$ cat config.mk
export PLATFORM = sky130hd
export DESIGN_NAME = des_round_engine
export DESIGN_NICKNAME = d
export VERILOG_FILES = /design/src/rtl/des_pkg.sv /design/src/rtl/des_fround.sv /design/src/rtl/des_round_engine.sv
export SDC_FILE = /design/constraint.sdc
export NUM_CORES = 1
export LEC_CHECK = 0
export BUFFER_PORTS_ARGS = -buffer_cell sky130_fd_sc_hd__buf_4
export CAP_MARGIN = 40
export CORE_AREA = 2 2 133 233
export CTS_BUF_LIST = sky130_fd_sc_hd__clkbuf_8
export CTS_CLUSTER_DIAMETER = 60
export DETAILED_ROUTE_END_ITERATION = 16
export DIE_AREA = 0 0 135 235
export PLACE_DENSITY = 0.81
export SLEW_MARGIN = 15
export SYNTH_ARGS = -nofsm -noshare
export SYNTH_HDL_FRONTEND = slang
export SYNTH_HIERARCHICAL = 1
export SYNTH_SLANG_ARGS = --single-unit
export TNS_END_PERCENT = 20
$ cat constraint.sdc
create_clock -name clk -period 11.3 [get_ports clk]
set_clock_uncertainty 0.1 [all_clocks]
set_input_delay 1.13 -clock clk [delete_from_list [all_inputs] [get_ports clk]]
set_output_delay 1.13 -clock clk [all_outputs]
set_load 0.01 [all_outputs]
$ cat src/rtl/des_pkg.sv
// DES constants, bit-permutation helpers and FSM state type shared by the round engine.
// Tables hold FIPS 46-3 bit numbers (1 = MSB); helpers map them onto packed vectors.
package des_pkg;

    typedef enum logic [1:0] {ST_IDLE = 2'd0, ST_RUN = 2'd1, ST_DONE = 2'd2} state_t;

    localparam logic [1:0] SHIFT [16] = '{2'd1, 2'd1, 2'd2, 2'd2, 2'd2, 2'd2, 2'd2, 2'd2,
                                          2'd1, 2'd2, 2'd2, 2'd2, 2'd2, 2'd2, 2'd2, 2'd1};

    localparam int unsigned IP_T [64] = '{
        58, 50, 42, 34, 26, 18, 10, 2, 60, 52, 44, 36, 28, 20, 12, 4,
        62, 54, 46, 38, 30, 22, 14, 6, 64, 56, 48, 40, 32, 24, 16, 8,
        57, 49, 41, 33, 25, 17, 9, 1, 59, 51, 43, 35, 27, 19, 11, 3,
        61, 53, 45, 37, 29, 21, 13, 5, 63, 55, 47, 39, 31, 23, 15, 7};

    localparam int unsigned FP_T [64] = '{
        40, 8, 48, 16, 56, 24, 64, 32, 39, 7, 47, 15, 55, 23, 63, 31,
        38, 6, 46, 14, 54, 22, 62, 30, 37, 5, 45, 13, 53, 21, 61, 29,
        36, 4, 44, 12, 52, 20, 60, 28, 35, 3, 43, 11, 51, 19, 59, 27,
        34, 2, 42, 10, 50, 18, 58, 26, 33, 1, 41, 9, 49, 17, 57, 25};

    localparam int unsigned E_T [48] = '{
        32, 1, 2, 3, 4, 5, 4, 5, 6, 7, 8, 9, 8, 9, 10, 11, 12, 13, 12, 13, 14, 15, 16, 17,
        16, 17, 18, 19, 20, 21, 20, 21, 22, 23, 24, 25, 24, 25, 26, 27, 28, 29, 28, 29, 30, 31, 32, 1};

    localparam int unsigned P_T [32] = '{
        16, 7, 20, 21, 29, 12, 28, 17, 1, 15, 23, 26, 5, 18, 31, 10,
        2, 8, 24, 14, 32, 27, 3, 9, 19, 13, 30, 6, 22, 11, 4, 25};

    localparam int unsigned PC1_T [56] = '{
        57, 49, 41, 33, 25, 17, 9, 1, 58, 50, 42, 34, 26, 18,
        10, 2, 59, 51, 43, 35, 27, 19, 11, 3, 60, 52, 44, 36,
        63, 55, 47, 39, 31, 23, 15, 7, 62, 54, 46, 38, 30, 22,
        14, 6, 61, 53, 45, 37, 29, 21, 13, 5, 28, 20, 12, 4};

    localparam int unsigned PC2_T [48] = '{
        14, 17, 11, 24, 1, 5, 3, 28, 15, 6, 21, 10, 23, 19, 12, 4, 26, 8, 16, 7, 27, 20, 13, 2,
        41, 52, 31, 37, 47, 55, 30, 40, 51, 45, 33, 48, 44, 49, 39, 56, 34, 53, 46, 42, 50, 36, 29, 32};

    // Indexed [box][row*16 + col], row = {b1,b6}, col = b2..b5 of the 6-bit group.
    localparam logic [3:0] SBOX [8][64] = '{
        '{14, 4, 13, 1, 2, 15, 11, 8, 3, 10, 6, 12, 5, 9, 0, 7,
          0, 15, 7, 4, 14, 2, 13, 1, 10, 6, 12, 11, 9, 5, 3, 8,
          4, 1, 14, 8, 13, 6, 2, 11, 15, 12, 9, 7, 3, 10, 5, 0,
          15, 12, 8, 2, 4, 9, 1, 7, 5, 11, 3, 14, 10, 0, 6, 13},
        '{15, 1, 8, 14, 6, 11, 3, 4, 9, 7, 2, 13, 12, 0, 5, 10,
          3, 13, 4, 7, 15, 2, 8, 14, 12, 0, 1, 10, 6, 9, 11, 5,
          0, 14, 7, 11, 10, 4, 13, 1, 5, 8, 12, 6, 9, 3, 2, 15,
          13, 8, 10, 1, 3, 15, 4, 2, 11, 6, 7, 12, 0, 5, 14, 9},
        '{10, 0, 9, 14, 6, 3, 15, 5, 1, 13, 12, 7, 11, 4, 2, 8,
          13, 7, 0, 9, 3, 4, 6, 10, 2, 8, 5, 14, 12, 11, 15, 1,
          13, 6, 4, 9, 8, 15, 3, 0, 11, 1, 2, 12, 5, 10, 14, 7,
          1, 10, 13, 0, 6, 9, 8, 7, 4, 15, 14, 3, 11, 5, 2, 12},
        '{7, 13, 14, 3, 0, 6, 9, 10, 1, 2, 8, 5, 11, 12, 4, 15,
          13, 8, 11, 5, 6, 15, 0, 3, 4, 7, 2, 12, 1, 10, 14, 9,
          10, 6, 9, 0, 12, 11, 7, 13, 15, 1, 3, 14, 5, 2, 8, 4,
          3, 15, 0, 6, 10, 1, 13, 8, 9, 4, 5, 11, 12, 7, 2, 14},
        '{2, 12, 4, 1, 7, 10, 11, 6, 8, 5, 3, 15, 13, 0, 14, 9,
          14, 11, 2, 12, 4, 7, 13, 1, 5, 0, 15, 10, 3, 9, 8, 6,
          4, 2, 1, 11, 10, 13, 7, 8, 15, 9, 12, 5, 6, 3, 0, 14,
          11, 8, 12, 7, 1, 14, 2, 13, 6, 15, 0, 9, 10, 4, 5, 3},
        '{12, 1, 10, 15, 9, 2, 6, 8, 0, 13, 3, 4, 14, 7, 5, 11,
          10, 15, 4, 2, 7, 12, 9, 5, 6, 1, 13, 14, 0, 11, 3, 8,
          9, 14, 15, 5, 2, 8, 12, 3, 7, 0, 4, 10, 1, 13, 11, 6,
          4, 3, 2, 12, 9, 5, 15, 10, 11, 14, 1, 7, 6, 0, 8, 13},
        '{4, 11, 2, 14, 15, 0, 8, 13, 3, 12, 9, 7, 5, 10, 6, 1,
          13, 0, 11, 7, 4, 9, 1, 10, 14, 3, 5, 12, 2, 15, 8, 6,
          1, 4, 11, 13, 12, 3, 7, 14, 10, 15, 6, 8, 0, 5, 9, 2,
          6, 11, 13, 8, 1, 4, 10, 7, 9, 5, 0, 15, 14, 2, 3, 12},
        '{13, 2, 8, 4, 6, 15, 11, 1, 10, 9, 3, 14, 5, 0, 12, 7,
          1, 15, 13, 8, 10, 3, 7, 4, 12, 5, 6, 11, 0, 14, 9, 2,
          7, 11, 4, 1, 9, 12, 14, 2, 0, 6, 10, 13, 15, 3, 5, 8,
          2, 1, 14, 7, 4, 10, 8, 13, 15, 12, 9, 0, 3, 5, 6, 11}};

    function automatic logic [63:0] ip_perm(input logic [63:0] x);
        for (int i = 0; i < 64; i++) ip_perm[63-i] = x[64-IP_T[i]];
    endfunction

    function automatic logic [63:0] fp_perm(input logic [63:0] x);
        for (int i = 0; i < 64; i++) fp_perm[63-i] = x[64-FP_T[i]];
    endfunction

    function automatic logic [47:0] e_perm(input logic [31:0] x);
        for (int i = 0; i < 48; i++) e_perm[47-i] = x[32-E_T[i]];
    endfunction

    function automatic logic [31:0] p_perm(input logic [31:0] x);
        for (int i = 0; i < 32; i++) p_perm[31-i] = x[32-P_T[i]];
    endfunction

    function automatic logic [55:0] pc1_perm(input logic [63:0] x);
        for (int i = 0; i < 56; i++) pc1_perm[55-i] = x[64-PC1_T[i]];
    endfunction

    function automatic logic [47:0] pc2_perm(input logic [55:0] x);
        for (int i = 0; i < 48; i++) pc2_perm[47-i] = x[56-PC2_T[i]];
    endfunction

    // Decrypt walks the schedule backwards: round 0 is unrotated, round n undoes SHIFT[16-n].
    function automatic logic [1:0] key_shift(input logic [3:0] n, input logic dec);
        if (!dec)
            return SHIFT[n];
        else if (n == 4'd0)
            return 2'd0;
        else
            return SHIFT[4'd0 - n];
    endfunction

    function automatic logic [27:0] rot28(input logic [27:0] x, input logic [1:0] amt, input logic right);
        case ({right, amt})
            3'b001:  return {x[26:0], x[27]};
            3'b010:  return {x[25:0], x[27:26]};
            3'b101:  return {x[0], x[27:1]};
            3'b110:  return {x[1:0], x[27:2]};
            default: return x;
        endcase
    endfunction

endpackage

$ cat src/rtl/des_fround.sv
// One combinational DES Feistel round: L' = R, R' = L ^ P(S(E(R) ^ K)).
// Zero latency; no flow control.
module des_fround
    import des_pkg::*;
(
    input  logic [31:0] l,
    input  logic [31:0] r,
    input  logic [47:0] k,
    output logic [31:0] l_next,
    output logic [31:0] r_next
);

    logic [47:0] x;
    logic [31:0] s_out;
    logic [5:0]  six;

    always_comb begin
        x     = e_perm(r) ^ k;
        s_out = '0;
        six   = '0;
        for (int s = 0; s < 8; s++) begin
            six = x[47-6*s -: 6];
            s_out[31-4*s -: 4] = SBOX[s][{six[5], six[0], six[4:1]}];
        end
    end

    assign l_next = r;
    assign r_next = l ^ p_perm(s_out);

endmodule

$ cat src/rtl/des_round_engine.sv
// Iterative DES encrypt/decrypt engine, ROUNDS_PER_CYCLE rounds per clock.
// Latency 16/ROUNDS_PER_CYCLE + OUT_REG cycles; one job at a time, result held until out_ready.
module des_round_engine
    import des_pkg::*;
#(
    parameter int ROUNDS_PER_CYCLE = 1,
    parameter bit OUT_REG          = 1'b1
)
(
    input  logic        clk,
    input  logic        rst_n,
    input  logic        in_valid,
    output logic        in_ready,
    input  logic        in_decrypt,
    input  logic [63:0] in_block,
    input  logic [63:0] in_key,
    output logic        out_valid,
    input  logic        out_ready,
    output logic [63:0] out_block,
    output logic        busy
);

    localparam int RPC = ROUNDS_PER_CYCLE;

    if (!(RPC == 1 || RPC == 2 || RPC == 4 || RPC == 8 || RPC == 16)) begin : g_bad_rpc
        $error("des_round_engine: ROUNDS_PER_CYCLE must be 1, 2, 4, 8 or 16");
    end

    state_t      state_q;
    logic [4:0]  cnt_q;
    logic [31:0] l_q, r_q;
    logic [27:0] c_q, d_q;
    logic        mode_q;
    logic [63:0] out_q;
    logic        live_q;

    logic [31:0] l_c [RPC+1];
    logic [31:0] r_c [RPC+1];
    logic [27:0] c_c [RPC+1];
    logic [27:0] d_c [RPC+1];

    assign l_c[0] = l_q;
    assign r_c[0] = r_q;
    assign c_c[0] = c_q;
    assign d_c[0] = d_q;

    for (genvar j = 0; j < RPC; j++) begin : g_round
        logic [3:0]  n;
        logic [1:0]  amt;
        logic [47:0] subkey;

        assign n        = cnt_q[3:0] + 4'(j);
        assign amt      = key_shift(n, mode_q);
        assign c_c[j+1] = rot28(c_c[j], amt, mode_q);
        assign d_c[j+1] = rot28(d_c[j], amt, mode_q);
        assign subkey   = pc2_perm({c_c[j+1], d_c[j+1]});

        des_fround u_fround (
            .l      (l_c[j]),
            .r      (r_c[j]),
            .k      (subkey),
            .l_next (l_c[j+1]),
            .r_next (r_c[j+1])
        );
    end

    always_ff @(posedge clk or negedge rst_n) begin
        if (!rst_n) begin
            state_q <= ST_IDLE;
            cnt_q   <= '0;
            l_q     <= '0;
            r_q     <= '0;
            c_q     <= '0;
            d_q     <= '0;
            mode_q  <= 1'b0;
            out_q   <= '0;
            live_q  <= 1'b0;
        end else begin
            live_q <= 1'b1;
            case (state_q)
                ST_IDLE: begin
                    if (in_valid && in_ready) begin
                        {l_q, r_q} <= ip_perm(in_block);
                        {c_q, d_q} <= pc1_perm(in_key);
                        mode_q     <= in_decrypt;
                        cnt_q      <= '0;
                        state_q    <= ST_RUN;
                    end
                end
                ST_RUN: begin
                    if (cnt_q != 5'd16) begin
                        l_q   <= l_c[RPC];
                        r_q   <= r_c[RPC];
                        c_q   <= c_c[RPC];
                        d_q   <= d_c[RPC];
                        cnt_q <= cnt_q + 5'(RPC);
                        if (!OUT_REG && (cnt_q + 5'(RPC) == 5'd16))
                            state_q <= ST_DONE;
                    end else begin
                        // Extra RUN cycle with all rounds done: capture FP of the swapped halves.
                        out_q   <= fp_perm({r_q, l_q});
                        state_q <= ST_DONE;
                    end
                end
                ST_DONE: begin
                    if (out_ready)
                        state_q <= ST_IDLE;
                end
                default: state_q <= ST_IDLE;
            endcase
        end
    end

    assign in_ready  = live_q && (state_q == ST_IDLE);
    assign out_valid = (state_q == ST_DONE);
    assign busy      = (state_q != ST_IDLE);
    assign out_block = out_valid ? (OUT_REG ? out_q : fp_perm({r_q, l_q})) : 64'd0;

endmodule

==> results of run 1 <==
-- state kept, by name, summed over array words and instances, names as in the netlist --
signal / flops
c_q: 28
cnt_q: 5
d_q: 28
l_q: 32
live_q: 1
mode_q: 1
out_q: 64
r_q: 32
state_q: 2
-- cell families after synthesis --
group,synth area share
mux,0.126
compound gates,0.235
flops,0.272
xor+xnor,0.0705
buf+inv,0.0685
fa+ha+maj,0.0478
other cells,0.000211
simple gates,0.180
-- through the flow --
stage / util / instance area, µm²
after floorplan: - / 17700
after global placement: 0.633 / 18900
after detailed placement: 0.641 / 19100
after CTS: 0.655 / 19500
after global routing: 0.655 / 19600
final: 0.655 / 19600
-- final timing paths --
kind / end / slack (ns) / depth (start not counted)
max: r_q[4] / 4.57 / 19
min: out_q[43] / 0.41 / 1
max reg2reg: r_q[4] / 4.57 / 19
min reg2reg: out_q[43] / 0.41 / 1
max in group asynchronous: r_q[10] / 9.36 / 4
min in group asynchronous: c_q[8] / 0.47 / 1
-- synth_stat cells, types with 6 or more instances --
master,n,area [µm²]
sky130_fd_sc_hd__nor4_1,48,300
sky130_fd_sc_hd__o41ai_1,7,61.3
sky130_fd_sc_hd__xor2_2,11,179
sky130_fd_sc_hd__xnor2_1,57,499
sky130_fd_sc_hd__mux2_2,67,754
sky130_fd_sc_hd__o21ai_0,289,1450
sky130_fd_sc_hd__nand3_1,65,325
sky130_fd_sc_hd__nor3_1,42,210
sky130_fd_sc_hd__nor2_1,161,604
sky130_fd_sc_hd__o22a_1,45,394
sky130_fd_sc_hd__a21oi_1,51,255
sky130_fd_sc_hd__mux2i_1,78,781
sky130_fd_sc_hd__dfrtp_1,193,4830
sky130_fd_sc_hd__and2_1,69,432
sky130_fd_sc_hd__clkbuf_1,136,510
sky130_fd_sc_hd__xnor2_2,6,97.6
sky130_fd_sc_hd__buf_1,10,37.5
sky130_fd_sc_hd__buf_2,25,125
sky130_fd_sc_hd__o211ai_1,20,150
sky130_fd_sc_hd__a211oi_1,18,135
sky130_fd_sc_hd__o21ai_1,6,30.0
sky130_fd_sc_hd__ha_1,67,838
sky130_fd_sc_hd__xor2_1,51,447
sky130_fd_sc_hd__nand2_1,299,1120
sky130_fd_sc_hd__mux4_2,29,653
sky130_fd_sc_hd__a311oi_1,10,87.6
sky130_fd_sc_hd__buf_4,39,293
sky130_fd_sc_hd__buf_6,8,90.1
sky130_fd_sc_hd__o31ai_1,13,97.6
sky130_fd_sc_hd__o2111ai_1,12,105
sky130_fd_sc_hd__inv_1,31,116
sky130_fd_sc_hd__a21o_1,53,398
sky130_fd_sc_hd__a31oi_1,75,469
-- final cells by class --
| class | count | area (µm²) | area share |
|---|---|---|---|
| Multi-Input combinational cell | 1741 | 11800 | 0.603 |
| Sequential cell | 193 | 4830 | 0.247 |
| Timing Repair Buffer | 241 | 1920 | 0.0982 |
| Tap cell | 387 | 484 | 0.0248 |
| Clock buffer | 18 | 248 | 0.0127 |
| Clock inverter | 14 | 151 | 0.00774 |
| Inverter | 37 | 139 | 0.00710 |
-- metal layers --
metal  vias up  GRT usage
met5         -          0
met4         0      0.146
met3       151     0.0595
met2       878      0.575
met1      8303      0.423
li1       7915          -
==> impl_metrics.py, run 1 <==
metrics = {
    "status": {
        "run_status": "finished, final reports clean",
    },
    "sta": {
        "totalNegativeSetupSlack_ns": 0,
        "layout_setup_ws_ns": 4.57,
        "finalMaxSlewViolations": 0,
        "max_clock_freq_mhz": 149,
        "finalHoldWorstSlack_ns": 0.407,
        "post-route-min-period_ns": 6.73,
        "finalSetupViolCount": 0,
        "timing.final.hold_violations": 0,
        "timing_worst_slew_pin_value_ns": 0.927,
        "rsz_0062_raised_after_global_routing": "false",
        "post-route-period-util": 0.596,
        "slew-limit-headroom": 0.380,
    },
    "yosys": {
        "ys.warnings.count": 6,
        "mappedNetlistNets": 2391,
        "synth_edf_count": 0,
        "netlist_area_um2": 17700,
        "syn_inst": 2191,
        "synthesis.area_per_instance_um2": 8.09,
        "synth_top_flop_cell": "sky130_fd_sc_hd__dfrtp_1",
        "ys_ff_latch": 193,
        "synthArstFlopShare": 1.00,
        "synth_sequential_area_ratio": 0.272,
        "yosys.cell_types.count": 80,
    },
    "detailed_routing": {
        "wl_per_cell_um": 20.7,
        "routed_length_on_met3_um": 4250,
        "vias_per_cell": 6.56,
        "number_of_nets_with_antenna_violations_after_detailed_routing": 0,
        "detailed_routed_wire_length_on_met2_um": 26900,
        "drt_first_iter_violations": 2030,
        "post_route_met1_wirelength_um": 20800,
        "top_metal_used": "met4",
        "drcViolationCount": 0,
        "via_count": 17247,
        "route.final.wire_length_um": 54500,
        "drt_pre_antenna_iters": 8,
    },
    "cts": {
        "postCtsHoldBufs": 0,
        "numClockSinks": 193,
        "cts_buffers": 17,
        "clock_tree_from_tritoncts": "yes",
        "clock_tree.htree_level_count": 4,
        "ctsLongestPathBuffers": 2,
        "clock_root_buffer": "sky130_fd_sc_hd__clkbuf_8",
        "cts_resized": 0,
        "cts_setup_buffers": 0,
        "clkLatencyLatePin_ns": 0.52,
        "clk_pin_slew_worst_paths_ns": 0.11,
    },
    "critical_path": {
        "crit_path_top_delay_cell": "sky130_fd_sc_hd__a21bo_4",
        "crit_path_max_fanout": 58,
        "worst_setup_path_start_kind": "flip-flop",
        "critical_path_arrival_ns": 7.07,
        "timing_worst_setup_path_type": "reg -> reg",
        "critical_path.endpoint_type": "flip-flop",
        "worst_path_dominant_cell_family": "compound AO/OA/AOI/OAI gates",
        "required_ns": 11.64,
        "r2r_start": "cnt_q[1]",
        "cp_slowest_stage_delay_ns": 0.56,
        "startpoint": "cnt_q[1]",
        "cp_cell_sequence": "buf_4 -> inv_1 -> ha_1 -> mux2_2 -> a21bo_4 -> nor3_1 -> a21oi_4 -> buf_4 -> o22a_1 -> xor2_1 -> clkinv_1 -> ha_1 -> nand2b_1 -> a311oi_1 -> a21oi_1 -> a21oi_1 -> xor2_1 -> nand2_1 -> a31oi_1",
        "timing.critical_path.buf_inv": 4,
    },
    "place": {
        "post-place-cells": 2596,
        "gp_congestion": 0.971,
        "place.port_buffers": 191,
        "detailedPlace.worstSlack_ns": 4.75,
        "detailed_place_hpwl_um": 38000,
    },
    "cells_and_area": {
        "final_cell_mix": "sky130_fd_sc_hd__nand2_1, sky130_fd_sc_hd__o21ai_0, sky130_fd_sc_hd__buf_4",
        "areaGrowthSynthToFinish_pct": 10.3,
        "stdcell_count": 2631,
        "insertedDiodeCount": 0,
        "final_nets": 2431,
        "layout-drive-gt1-share": 0.184,
        "fillerInstances": 2555,
        "layout_commonest_cell": "sky130_fd_sc_hd__nand2_1",
    },
    "floorplan": {
        "initial_utilization": 0.594,
        "floorplan.die.height_um": 235,
        "die_width_um": 135,
        "placementRows": 84,
        "design.die.area_um2": 31700,
        "boundaryPins": 200,
        "floorplan_core_area_um2": 29800,
    },
    "hold_path": {
        "min_from": "out_q[43]",
        "worst_min_path_class": "reg -> reg",
    },
    "global_routing": {
        "grt_pass1_wl_um": 86700,
        "gr-total-overflow": 0,
        "grt_antenna_before_repair": 0,
        "first_global_vias": 16311,
        "grt_start_max_net_pins": 110,
        "groute.usage.overall": 0.340,
    },
    "job": {
        "timing.max_cap.violations": 0,
    },
}
Power of run 1 is not shown: default switching activity piles up to over one toggle a cycle in this logic, so the estimate is an artifact.
==> inputs of run 2 (changes only) <==
Settings changed: ABC_AREA set to 1, CORE_AREA 2 2 133 233 to 2 2 132 230, DIE_AREA 0 0 135 235 to 0 0 134 232.
Clock period 11.3 ns to 6.6 ns, I/O delays scaled along.
==> run 2 against run 1 <==
Compared with the run above:
- flip-flop and latch count unchanged
- first-iteration DRC count down 21%
- routed wire length up 5.4%
- global-route usage up 3.1 points
- utilization up 0.37 points
- sequential share of layout area up 0.42 points
- via count up 12%
- synthesized cell count up 33%
- non-clock buffer count down 9
- cell count up 29%
- register-to-register slack worse by 3.1 ns
==> impl_metrics.py, run 2 <==
metrics = {
    "status": {
        "run_status": "finished, final reports clean",
    },
    "sta": {
        "post-route-period-util": 0.773,
        "timing_worst_slew_pin_value_ns": 0.824,
        "slew-limit-headroom": 0.447,
        "finalSetupViolCount": 0,
        "timing.final.hold_violations": 0,
        "finalMaxSlewViolations": 0,
        "max_clock_freq_mhz": 196,
        "post-route-min-period_ns": 5.10,
        "rsz_0062_raised_after_global_routing": "false",
        "totalNegativeSetupSlack_ns": 0,
    },
    "cts": {
        "clock_root_buffer": "sky130_fd_sc_hd__clkbuf_8",
        "clock_tree.htree_level_count": 4,
        "cts_buffers": 17,
        "numClockSinks": 193,
        "ctsLongestPathBuffers": 2,
        "clkLatencyLatePin_ns": 0.53,
        "cts_resized": 0,
        "clock_tree_from_tritoncts": "yes",
        "cts_setup_buffers": 0,
        "clk_pin_slew_worst_paths_ns": 0.10,
    },
    "yosys": {
        "synth_sequential_area_ratio": 0.278,
        "synth_top_cell_by_area": "sky130_fd_sc_hd__dfrtp_1",
        "synth_top_flop_cell": "sky130_fd_sc_hd__dfrtp_1",
        "mappedNetlistNets": 3117,
        "yosys.cell_types.count": 34,
        "netlist_top_cells_area": "sky130_fd_sc_hd__dfrtp_1, sky130_fd_sc_hd__nand2_1, sky130_fd_sc_hd__nand3_1",
        "synth_edf_count": 0,
        "synthDominantCellAreaShare": 0.278,
        "synthesis.area_per_instance_um2": 5.95,
        "syn_inst": 2917,
        "yosysMostFrequentCell": "sky130_fd_sc_hd__nand2_1",
        "synthArstFlopShare": 1.00,
        "ys.warnings.count": 6,
        "netlist_area_um2": 17400,
        "synth.top_cells.by_count": "sky130_fd_sc_hd__nand2_1, sky130_fd_sc_hd__nor2_1, sky130_fd_sc_hd__nand3_1, sky130_fd_sc_hd__inv_1, sky130_fd_sc_hd__dfrtp_1",
        "ys_ff_latch": 193,
    },
    "cells_and_area": {
        "insertedDiodeCount": 0,
        "final_cell_mix": "sky130_fd_sc_hd__nand2_1, sky130_fd_sc_hd__nor2_1, sky130_fd_sc_hd__nand3_1",
        "layout-drive-gt1-share": 0.0974,
        "final_nets": 3207,
        "max_flop_register": "out_q",
        "top_regs": "out_q (64), l_q (32), r_q (32)",
        "fillerInstances": 2756,
        "max_reg_flops": 64,
        "areaGrowthSynthToFinish_pct": 10.8,
        "layout_commonest_cell": "sky130_fd_sc_hd__nand2_1",
        "area_taken_by_flip_flops_and_latches_um2": 4830,
        "area_of_the_multi_input_gates_um2": 10400,
    },
    "detailed_routing": {
        "drcViolationCount": 0,
        "drt_first_iter_violations": 1594,
        "number_of_nets_with_antenna_violations_after_detailed_routing": 0,
        "vias_per_cell": 5.68,
        "via_count": 19334,
        "drt_pre_antenna_iters": 6,
        "route.final.wire_length_um": 57400,
        "wl_per_cell_um": 16.9,
    },
    "floorplan": {
        "design.die.area_um2": 31100,
        "die_width_um": 134,
        "floorplan.die.height_um": 232,
        "boundaryPins": 200,
        "floorplan_core_area_um2": 29200,
        "placementRows": 83,
        "initial_utilization": 0.595,
    },
    "critical_path": {
        "crit_path_top_delay_cell": "sky130_fd_sc_hd__buf_4",
        "critical_path.endpoint_type": "flip-flop",
        "timing_worst_setup_path_type": "reg -> reg",
        "crit_path_frequent_cell": "sky130_fd_sc_hd__nand2_1",
        "crit_path_max_fanout": 54,
        "critical_path_arrival_ns": 5.44,
        "cp_slowest_stage_delay_ns": 0.51,
        "worst_setup_path_start_kind": "flip-flop",
        "required_ns": 6.94,
        "ff2ff_setup_slack_ns": 1.50,
        "worstRegToRegCells": 30,
    },
    "hold_path": {
        "worst_min_path_class": "in -> reg",
        "hold_depth": 2,
    },
    "global_routing": {
        "first_global_vias": 17920,
        "gr-total-overflow": 0,
        "grt_pass1_wl_um": 91000,
        "groute.usage.overall": 0.371,
        "grt_start_max_net_pins": 110,
        "grt_antenna_before_repair": 0,
    },
    "place": {
        "place.port_buffers": 191,
        "detailed_place_hpwl_um": 43000,
        "gp_congestion": 0.970,
    },
    "job": {
        "timing.max_cap.violations": 0,
    },
}
-- run 2: cell type report --
class                   count  share of cell area
flip-flops and latches    193               0.251
repair buffers            232              0.0961
inverters                 342              0.0668
clock inverters            13             0.00560
clock buffers              19              0.0136
multi-input cells        2221               0.542
well taps                 382              0.0249
-- run 2: final timing paths --
| path | start | end |
|---|---|---|
| max | cnt_q[0] | r_q[18] |
| min | in_valid | cnt_q[4] |
| max reg2reg | cnt_q[0] | r_q[18] |
| min reg2reg | c_q[0] | c_q[0] |
| max in group asynchronous | rst_n | out_q[26] |
| min in group asynchronous | rst_n | d_q[10] |
-- run 2: critical path, delay by kind of cell (launching register included) --
kind | cells | cell delay (ns)
buffers and inverters | 6 | 1.25
and+or+nand+nor | 21 | 2.33
DFF | 1 | 0.44
adders and majority gates | 2 | 0.63
AOI/OAI and AO/OA | 1 | 0.20
-- run 2: cell families (layout without fill, tap and decap cells) --
| kind of cell | Yosys count | after routing | synth area share |
|---|---|---|---|
| flip-flops | 193 | 193 | 0.278 |
| XOR/XNOR | 33 | 33 | 0.0201 |
| other | 1 | 1 | 0.000216 |
| AND/OR/NAND/NOR | 1896 | 1896 | 0.457 |
| adder cells (fa/ha/maj) | 67 | 67 | 0.0483 |
| buffers and inverters | 503 | 606 | 0.123 |
| AO/OA/AOI/OAI | 224 | 224 | 0.0734 |
-- run 2: through the flow --
step	instance area (µm²)	setup slack (ns)	cells	utilization	hold WS, ns
global placement	18700	1.85	3363	0.642	0.385
detailed placement	18800	1.73	3366	0.643	0.387
global route	19200	1.17	3402	0.659	0.180
finish	19200	1.50	3402	0.659	0.204
floorplan	17400	2.92	2917	-	0.264
CTS	19100	1.67	3398	0.656	0.117
-- run 2: metal layers --
metal	routed length, µm	track usage	vias to the layer above
li1	-	-	9391
met2	29000	0.662	918
met1	21100	0.419	8836
met5	0	0	-
met3	3630	0.0439	189
met4	3690	0.224	0
-- run 2: what timing repair did --
item                                    in CTS  in global routing
hold buffers                                 0                  1
endpoints found under the setup margin       0                  0
endpoints found under the hold margin        0                 29
Power of run 2 is left out for the same reason.
==> inputs of run 3 (changes only) <==
Clock period 6.6 ns to 4.8 ns, I/O delays scaled along.
==> run 3 against run 2 <==
Compared with the run above:
- cell count is 0.65% higher
- worst setup slack lost 1.1 ns
- sequential share of layout area decreased by 0.38 points
- critical endpoint is now r_q[8]
- largest cell class unchanged
==> impl_metrics.py, run 3 (synthesis gave the netlist of run 2 again) <==
metrics = {
    "global_routing": {
        "grt_pass1_wl_um": 90800,
        "gr-total-overflow": 0,
        "first_global_vias": 18020,
        "grt_antenna_before_repair": 1,
        "grt_start_max_net_pins": 100,
        "groute.usage.overall": 0.369,
    },
    "cts": {
        "clock_tree.htree_level_count": 4,
        "numClockSinks": 193,
        "clock_root_buffer": "sky130_fd_sc_hd__clkbuf_8",
        "clk_pin_slew_worst_paths_ns": 0.11,
        "ctsLongestPathBuffers": 2,
        "clock_tree_from_tritoncts": "yes",
        "cts_buffers": 17,
        "clkLatencyLatePin_ns": 0.53,
    },
    "floorplan": {
        "initial_utilization": 0.595,
        "floorplan.die.height_um": 232,
        "die_width_um": 134,
        "floorplan_core_area_um2": 29200,
        "placementRows": 83,
        "design.die.area_um2": 31100,
        "boundaryPins": 200,
    },
    "detailed_routing": {
        "via_count": 19493,
        "wl_per_cell_um": 16.9,
        "drt_pre_antenna_iters": 9,
        "route.final.wire_length_um": 57700,
        "drt_first_iter_violations": 1608,
        "number_of_nets_with_antenna_violations_after_detailed_routing": 0,
        "vias_per_cell": 5.69,
        "drcViolationCount": 0,
    },
    "cells_and_area": {
        "layout-drive-gt1-share": 0.107,
        "max_flop_register": "out_q",
        "fillerInstances": 2762,
        "final_nets": 3230,
        "layout_commonest_cell": "sky130_fd_sc_hd__nand2_1",
        "areaGrowthSynthToFinish_pct": 12.5,
        "top_regs": "out_q (64), l_q (32), r_q (32)",
        "final_util": 0.669,
        "final_cell_mix": "sky130_fd_sc_hd__nand2_1, sky130_fd_sc_hd__nor2_1, sky130_fd_sc_hd__nand3_1",
        "final_cell_area_um2": 19500,
        "max_reg_flops": 64,
    },
    "job": {
        "timing.max_cap.violations": 0,
    },
    "critical_path": {
        "cp_slowest_stage_delay_ns": 0.46,
        "crit_path_frequent_cell": "sky130_fd_sc_hd__nand2_1",
        "startpoint": "cnt_q[1]",
        "critical_path.endpoint_type": "flip-flop",
        "critical_path_arrival_ns": 4.80,
        "crit_path_top_delay_cell": "sky130_fd_sc_hd__dfrtp_1",
        "timing_worst_setup_path_type": "reg -> reg",
        "r2r_start": "cnt_q[1]",
        "worst_setup_path_start_kind": "flip-flop",
        "required_ns": 5.14,
        "crit_path_max_fanout": 31,
    },
    "place": {
        "gp_congestion": 0.996,
        "place.port_buffers": 191,
        "post_placement_cell_area_um2": 18900,
        "detailed_place_hpwl_um": 43500,
    },
    "sta": {
        "post-route-period-util": 0.928,
        "post-route-min-period_ns": 4.45,
        "slew-limit-headroom": 0.472,
        "timing.final.hold_violations": 0,
        "timing_worst_slew_pin_value_ns": 0.792,
        "totalNegativeSetupSlack_ns": 0,
        "rsz_0062_raised_after_global_routing": "false",
        "max_clock_freq_mhz": 225,
        "finalSetupViolCount": 0,
        "finalMaxSlewViolations": 0,
    },
    "hold_path": {
        "worst_min_path_class": "in -> reg",
        "min_from": "out_ready",
    },
    "status": {
        "run_status": "finished, final reports clean",
    },
}
-- run 3: changes by cell type in the layout (fill, tap and decap cells not counted), moves of 2 or more --
| cell | before | now |
|---|---|---|
| sky130_fd_sc_hd__clkinvlp_4 | 5 | 1 |
| sky130_fd_sc_hd__buf_4 | 224 | 242 |
| sky130_fd_sc_hd__clkinv_2 | 0 | 3 |
| sky130_fd_sc_hd__nand2_4 | 2 | 4 |
| sky130_fd_sc_hd__buf_12 | 3 | 5 |
| sky130_fd_sc_hd__nand3_1 | 388 | 386 |
| sky130_fd_sc_hd__inv_1 | 335 | 332 |
| sky130_fd_sc_hd__bufinv_16 | 0 | 3 |
| sky130_fd_sc_hd__nand2_1 | 932 | 929 |
| sky130_fd_sc_hd__nand3_2 | 1 | 4 |
-- run 3: final timing paths --
check | to | slack [ns] | cells after the start
setup / recovery | r_q[8] | 0.35 | 30
hold / removal | state_q[1] | 0.08 | 2
setup reg to reg | r_q[8] | 0.35 | 30
hold reg to reg | d_q[27] | 0.42 | 2
max in group asynchronous | out_q[46] | 3.60 | 3
min in group asynchronous | d_q[8] | 0.40 | 3
-- run 3: timing repair --
item                                    in CTS  in global routing
endpoints found under the hold margin       95                  0
endpoints found under the setup margin       0                 29
setup buffers                                0                  7
gates resized for setup                      0                 12
hold buffers                                 2                  0
-- run 3: worst max-delay path: cells and delay by family, from the launching register on --
family,cells,cell delay (ns)
flip-flops,1,0.46
AND/OR/NAND/NOR,21,2.16
AO/OA/AOI/OAI,1,0.23
buffers and inverters,6,0.79
adder cells (fa/ha/maj),2,0.59
-- run 3: metal layers --
metal  global-route usage  part of all wire
met5                    0                 0
met4                0.213             0.062
met3               0.0500             0.068
met2                0.662              0.51
met1                0.415              0.36
-- run 3: per-stage QoR --
step | hold slack [ns] | instances | worst slack [ns]
after floorplan | 0.0844 | 2917 | 1.12
after global placement | 0.384 | 3379 | 0.412
after detailed placement | 0.391 | 3381 | 0.212
after CTS | 0.0506 | 3413 | 0.180
after global routing | 0.0501 | 3424 | 0.0239
final | 0.0776 | 3424 | 0.346
-- run 3: cell type report --
cell class,instances,area (µm²),area share
Antenna cell,1,2.50,0.000128
Clock buffer,18,248,0.0127
Timing Repair Buffer,254,2050,0.105
Multi-Input combinational cell,2222,10500,0.537
Inverter,342,1280,0.0658
Tap cell,382,478,0.0245
Clock inverter,12,156,0.00801
Sequential cell,193,4830,0.247
Power of run 3 is left out for the same reason.
